$ cat config.mk
export PLATFORM = sky130hd
export DESIGN_NAME = intc_ctrl
export DESIGN_NICKNAME = d
export VERILOG_FILES = /design/src/rtl/intc_ctrl_pkg.sv /design/src/rtl/intc_prio_enc.sv /design/src/rtl/intc_ctrl.sv
export SDC_FILE = /design/constraint.sdc
export NUM_CORES = 1
export LEC_CHECK = 0
export CAP_MARGIN = 15
export CORE_MARGIN = 8
export CORE_UTILIZATION = 27
export CTS_BUF_LIST = sky130_fd_sc_hd__clkbuf_8
export CTS_CLUSTER_DIAMETER = 80
export DETAILED_ROUTE_END_ITERATION = 10
export SLEW_MARGIN = 20
export SYNTH_ARGS = -nofsm -noshare
export SYNTH_HDL_FRONTEND = slang
export SYNTH_HIERARCHICAL = 1
export SYNTH_SLANG_ARGS = --single-unit
$ cat constraint.sdc
create_clock -name clk -period 5.21 [get_ports clk]
set_clock_uncertainty 0.05 [all_clocks]
set_input_delay 1.042 -clock clk [delete_from_list [all_inputs] [get_ports clk]]
set_output_delay 1.042 -clock clk [all_outputs]
set_load 0.02 [all_outputs]
$ cat src/rtl/intc_ctrl_pkg.sv
// rtl/intc_ctrl_pkg.sv - shared register map, FSM encoding and constants for intc_ctrl
package intc_ctrl_pkg;

    localparam logic TRUE  = 1'b1;
    localparam logic FALSE = 1'b0;

    localparam logic [3:0] INTC_CTRL    = 4'h0;
    localparam logic [3:0] INTC_ENABLE  = 4'h4;
    localparam logic [3:0] INTC_PENDING = 4'h8;
    localparam logic [3:0] INTC_STATUS  = 4'hC;

    localparam int STATUS_REQ_BIT = 8;
    localparam int STATUS_SRV_BIT = 9;

    typedef enum logic [1:0] {
        INTC_IDLE    = 2'd0,
        INTC_REQ     = 2'd1,
        INTC_SERVICE = 2'd2
    } intc_state_e;

endpackage

$ cat src/rtl/intc_prio_enc.sv
// rtl/intc_prio_enc.sv - fixed-priority encoder, lowest set index wins
module intc_prio_enc #(
    parameter int N_SRC = 8,
    parameter int ID_W  = 4
) (
    input  logic [N_SRC-1:0] eligible_i,
    output logic             any_valid_o,
    output logic [ID_W-1:0]  win_id_o
);

    // Scan from the top so the last hit, the lowest index, is what remains.
    always_comb begin
        any_valid_o = 1'b0;
        win_id_o    = '0;
        for (int i = N_SRC - 1; i >= 0; i--) begin
            if (eligible_i[i]) begin
                any_valid_o = 1'b1;
                win_id_o    = ID_W'(i);
            end
        end
    end

endmodule

$ cat src/rtl/intc_ctrl.sv
// rtl/intc_ctrl.sv - interrupt controller: pending latch, masking, priority and req/ack/done handshake
// Optional build macro INTC_EDGE_DETECT_EN: treat irq_src_i as levels and latch rising edges only.
module intc_ctrl
    import intc_ctrl_pkg::*;
#(
    parameter int N_SRC = 8,
    parameter int ID_W  = 4
) (
    input  logic             clk,
    input  logic             rst_n,
    input  logic             intc_we,
    input  logic [31:0]      intc_adr,
    input  logic [31:0]      intc_wdata,
    output logic [31:0]      intc_rdata,
    input  logic [N_SRC-1:0] irq_src_i,
    output logic             int_req_o,
    output logic [ID_W-1:0]  int_id_o,
    input  logic             int_ack_i,
    input  logic             int_done_i
);

    logic             ctrl_q, ctrl_d;
    logic [N_SRC-1:0] enable_q, enable_d;
    logic [N_SRC-1:0] pending_q, pending_d;
    intc_state_e      state_q, state_d;
    logic             req_q, req_d;
    logic [ID_W-1:0]  id_q, id_d;

    logic [N_SRC-1:0] set_vec;
    logic [N_SRC-1:0] eligible;
    logic [N_SRC-1:0] id_onehot;
    logic [N_SRC-1:0] w1c_vec;
    logic [N_SRC-1:0] ack_clr;
    logic             any_valid;
    logic [ID_W-1:0]  win_id;
    logic             id_eligible;
    logic             ack_take;
    logic             wr_ctrl, wr_enable, wr_pending;
    logic [3:0]       adr_lo;
    logic             unused_bits;

`ifdef INTC_EDGE_DETECT_EN
    logic [N_SRC-1:0] src_q;
    logic [N_SRC-1:0] prev_q;

    // Registering the input first keeps the edge detector off the raw pins; costs one cycle.
    always_ff @(posedge clk or negedge rst_n) begin
        if (!rst_n) begin
            src_q  <= '0;
            prev_q <= '0;
        end else begin
            src_q  <= irq_src_i;
            prev_q <= src_q;
        end
    end

    assign set_vec = src_q & ~prev_q;
`else
    assign set_vec = irq_src_i;
`endif

    assign adr_lo      = intc_adr[3:0];
    assign wr_ctrl     = intc_we && (adr_lo == INTC_CTRL);
    assign wr_enable   = intc_we && (adr_lo == INTC_ENABLE);
    assign wr_pending  = intc_we && (adr_lo == INTC_PENDING);
    assign unused_bits = ^{intc_adr[31:4], intc_wdata[31:N_SRC]};

    assign eligible = pending_q & enable_q & {N_SRC{ctrl_q}};

    intc_prio_enc #(
        .N_SRC (N_SRC),
        .ID_W  (ID_W)
    ) u_prio_enc (
        .eligible_i  (eligible),
        .any_valid_o (any_valid),
        .win_id_o    (win_id)
    );

    always_comb begin
        id_onehot = '0;
        for (int i = 0; i < N_SRC; i++) begin
            id_onehot[i] = (id_q == ID_W'(i));
        end
    end

    assign id_eligible = |(eligible & id_onehot);
    assign ack_take    = (state_q == INTC_REQ) && int_ack_i;

    // New arrivals are OR-ed in last so they beat both W1C and the ack clear.
    always_comb begin
        ctrl_d    = ctrl_q;
        enable_d  = enable_q;
        w1c_vec   = wr_pending ? intc_wdata[N_SRC-1:0] : '0;
        ack_clr   = ack_take ? id_onehot : '0;
        if (wr_ctrl) begin
            ctrl_d = intc_wdata[0];
        end
        if (wr_enable) begin
            enable_d = intc_wdata[N_SRC-1:0];
        end
        pending_d = (pending_q & ~w1c_vec & ~ack_clr) | set_vec;
    end

    always_comb begin
        state_d = state_q;
        req_d   = req_q;
        id_d    = id_q;
        unique case (state_q)
            INTC_IDLE: begin
                if (any_valid) begin
                    state_d = INTC_REQ;
                    req_d   = TRUE;
                    id_d    = win_id;
                end
            end
            INTC_REQ: begin
                if (int_ack_i) begin
                    state_d = INTC_SERVICE;
                    req_d   = FALSE;
                end else if (!id_eligible) begin
                    state_d = INTC_IDLE;
                    req_d   = FALSE;
                end
            end
            INTC_SERVICE: begin
                if (int_done_i) begin
                    state_d = INTC_IDLE;
                end
            end
            default: begin
                state_d = INTC_IDLE;
                req_d   = FALSE;
            end
        endcase
    end

    always_ff @(posedge clk or negedge rst_n) begin
        if (!rst_n) begin
            ctrl_q    <= 1'b0;
            enable_q  <= '0;
            pending_q <= '0;
            state_q   <= INTC_IDLE;
            req_q     <= 1'b0;
            id_q      <= '0;
        end else begin
            ctrl_q    <= ctrl_d;
            enable_q  <= enable_d;
            pending_q <= pending_d;
            state_q   <= state_d;
            req_q     <= req_d;
            id_q      <= id_d;
        end
    end

    always_comb begin
        intc_rdata = '0;
        case (adr_lo)
            INTC_CTRL:    intc_rdata[0]         = ctrl_q;
            INTC_ENABLE:  intc_rdata[N_SRC-1:0] = enable_q;
            INTC_PENDING: intc_rdata[N_SRC-1:0] = pending_q;
            INTC_STATUS: begin
                intc_rdata[ID_W-1:0]      = id_q;
                intc_rdata[STATUS_REQ_BIT] = req_q;
                intc_rdata[STATUS_SRV_BIT] = (state_q == INTC_SERVICE);
            end
            default:      intc_rdata = '0;
        endcase
    end

    assign int_req_o = req_q;
    assign int_id_o  = id_q;

endmodule
==> impl_metrics.csv <==
group,metric,value,unit
synth,ys_ff_latch,24,
cts,h-tree-depth,1,
worst_setup_path,timing.critical_path.slowest_cell_delay,0.69,ns
worst_setup_path,worstSetupStartpointType,"input pin",
grt,overflow,0,
grt,grtUsageMet3,0.0224,
worst_setup_path,critical_path.top_delay_family,"buffers and inverters",
synth,synth_top_cell_area_share,0.371,
cts,cts_buffer_depth,2,
cts,post_cts_buffers,0,
sta,fin_crit,4.36,ns
floorplan,dieHeight,93.4,um
grt,track_usage,0.0984,
sta,final_hold_viol_count,0,
sta,setup_violations,0,
drt,drcViolationCount,0,
cts,clock_sinks,24,
worst_setup_path,path_cells,"clkdlybuf4s50_1 -> nor2b_1 -> a22oi_1 -> nor2_1 -> clkdlybuf4s50_1",
finish,design_area,2010,sq um
cts,numCtsBuffers,3,
finish,layout-drive-gt1-share,0.133,
sta,tns,0,ns
power,peakVddDrop,0.116,mV
sta,hold_slack,0.472,ns
cts,clkSlewWorstSetupHoldPaths,0.09,ns
worst_setup_path,arrival,3.27,ns
finish,final_cells,278,
synth,seq_area_frac_synth,0.371,
place,dpl-instance-area,1960,sq um
grt,busiest_layer,"met2",
grt,grt_use_met2,0.157,
floorplan,core,5850,sq um
floorplan,ios,114,
finish,utilization,0.344,
cts,ctsHoldBuffers,0,
place,gp_congestion,0.828,
place,port_buffers,39,
drt,drt.antenna.violating_nets,0,
synth,synth.distinct_cells,39,
synth,async_reset_ff_frac,1.00,
worst_setup_path,path_class,"input pin to primary output",
worst_setup_path,r2r_cells,5,
floorplan,rows,28,
power,power_leakage,0.821,nW
cts,post_cts_resized,0,
run,maxCapViolations,0,
hold_path,holdCritPathClass,"register to register",
synth,synth_edf_count,0,
worst_setup_path,cp.depth,5,
sta,clock.fmax,230,MHz
hold_path,holdPathStages,1,
sta,tightest_slew,0.613,ns
synth,synth.top_cells.by_area,"dfrtp_1 (37%), buf_4 (11%), mux2_2 (11%)",
drt,drt_iter0_markers,82,
synth,syn_area_per_cell,9.52,sq um
sta,slew_headroom,0.590,
place,dp_hpwl,3430,um
finish,final_nets,281,
drt,routedWlPerCell,15.8,um
synth,synthTopCellsByCount,"buf_4 (24), dfrtp_1 (24), mux2_2 (16), nor2_1 (15), a22oi_1 (13)",
synth,yosys.area.top_type,"dfrtp_1",
worst_setup_path,path_common_cell,"clkdlybuf4s50_1",
grt,antenna_found_initial,0,
synth,synth-main-ff-cell,"dfrtp_1",
grt,grt_pass1_wl,6790,um
finish,antenna_cells,0,
drt,first_pass_iters,4,
sta,slew_viol_final,0,
cts,tritoncts,"yes",
cts,clk-insertion-delay-late,0.27,ns
drt,routed_wl,4400,um
worst_setup_path,slowest_stage,"clkdlybuf4s50_1",
synth,synth_area,1620,sq um
drt,vias_per_cell,4.83,
synth,synth_cells,170,
grt,grt_max_degree,25,
grt,use_met1,0.125,
worst_setup_path,cp-end-kind,"primary output",
place,numPlacedInstances,274,
worst_setup_path,required,4.12,ns
drt,vias,1342,
grt,grt_pass1_vias,1357,
worst_setup_path,crit_buf_inv,2,
status,status,"finished, final reports clean",
floorplan,die_x,93.4,um
finish,area_growth,24.5,%
floorplan,dieArea,8720,sq um
sta,period_share,0.836,
power,p_per_area,375,nW/um^2
floorplan,initial_core_util,0.277,
sta,rsz0062_at_grt,"false",
cts,root_buffer,"clkbuf_8",
synth,yosysWarnings,6,
worst_setup_path,crit_path_max_fanout,9,
## power by group
group,internal [W],switching [W]
Sequential,0.000232,0.0000680
Clock,0.0000676,0.0000617
Combinational,0.000164,0.000162
Total,0.000463,0.000291
## cell families after synthesis
kind of cell,synth area share
AND/OR/NAND/NOR,0.182
buffers and inverters,0.141
multiplexers,0.125
AO/OA/AOI/OAI,0.176
other,0.00464
flip-flops,0.371
## flip-flops by register name, summed over array words and instances (netlist names)
signal and count:
ctrl_q 1, int_id_o 4, enable_q 8, pending_q 8, state_q 2, int_req_o 1
## cell usage in the layout, fill, tap and decap left out, types with 3 or more instances in the layout
cell,Yosys,layout
a21o_1,9,9
a22oi_1,13,13
and3_1,9,9
clkbuf_8,0,4
clkdlybuf4s50_1,0,38
conb_1,2,23
dfrtp_1,24,24
inv_1,3,3
mux2_2,16,16
nand2_1,7,7
nand3_1,5,5
nor2_1,15,15
nor2b_1,6,6
o21ai_0,4,4
## through the flow
| stage | worst slack (ns) | total power, W |
|---|---|---|
| final | 0.853 | 0.000754 |
| after global routing | 0.748 | 0.000802 |
| after CTS | 0.913 | 0.000758 |
| after detailed placement | 0.914 | 0.000627 |
| after global placement | 0.893 | 0.000623 |
| after floorplan | 2.15 | 0.000525 |
## final cells by class
type | instances | area, sq um
repair buffers | 39 | 385
flip-flops and latches | 24 | 601
well taps | 75 | 93.8
clock buffers | 4 | 55.1
multi-input cells | 133 | 868
inverters | 3 | 11.3
fillers | 619 | 3840
## per-layer routing
| metal | up-vias | wire length (um) | share of wire |
|---|---|---|---|
| li1 | 631 | - | - |
| met1 | 643 | 1900 | 0.43 |
| met2 | 63 | 2020 | 0.46 |
| met3 | 5 | 435 | 0.099 |
| met4 | 0 | 50 | 0.011 |
| met5 | - | 0 | 0 |
## worst paths after layout
path                                              from                      end  slack (ns)
worst max-delay path                       intc_adr[2]            intc_rdata[7]        0.85
worst min-delay path            pending_q[5]$_DFF_PN0_   pending_q[5]$_DFF_PN0_        0.47
worst max register to register      ctrl_q$_DFFE_PN0P_  int_id_o[0]$_DFFE_PN0P_        3.21
worst min register to register  pending_q[5]$_DFF_PN0_   pending_q[5]$_DFF_PN0_        0.47
max in group asynchronous                        rst_n  enable_q[1]$_DFFE_PN0P_        4.06
min in group asynchronous                        rst_n   pending_q[7]$_DFF_PN0_        0.70
Note: power is estimated with default switching activity, not from simulation.
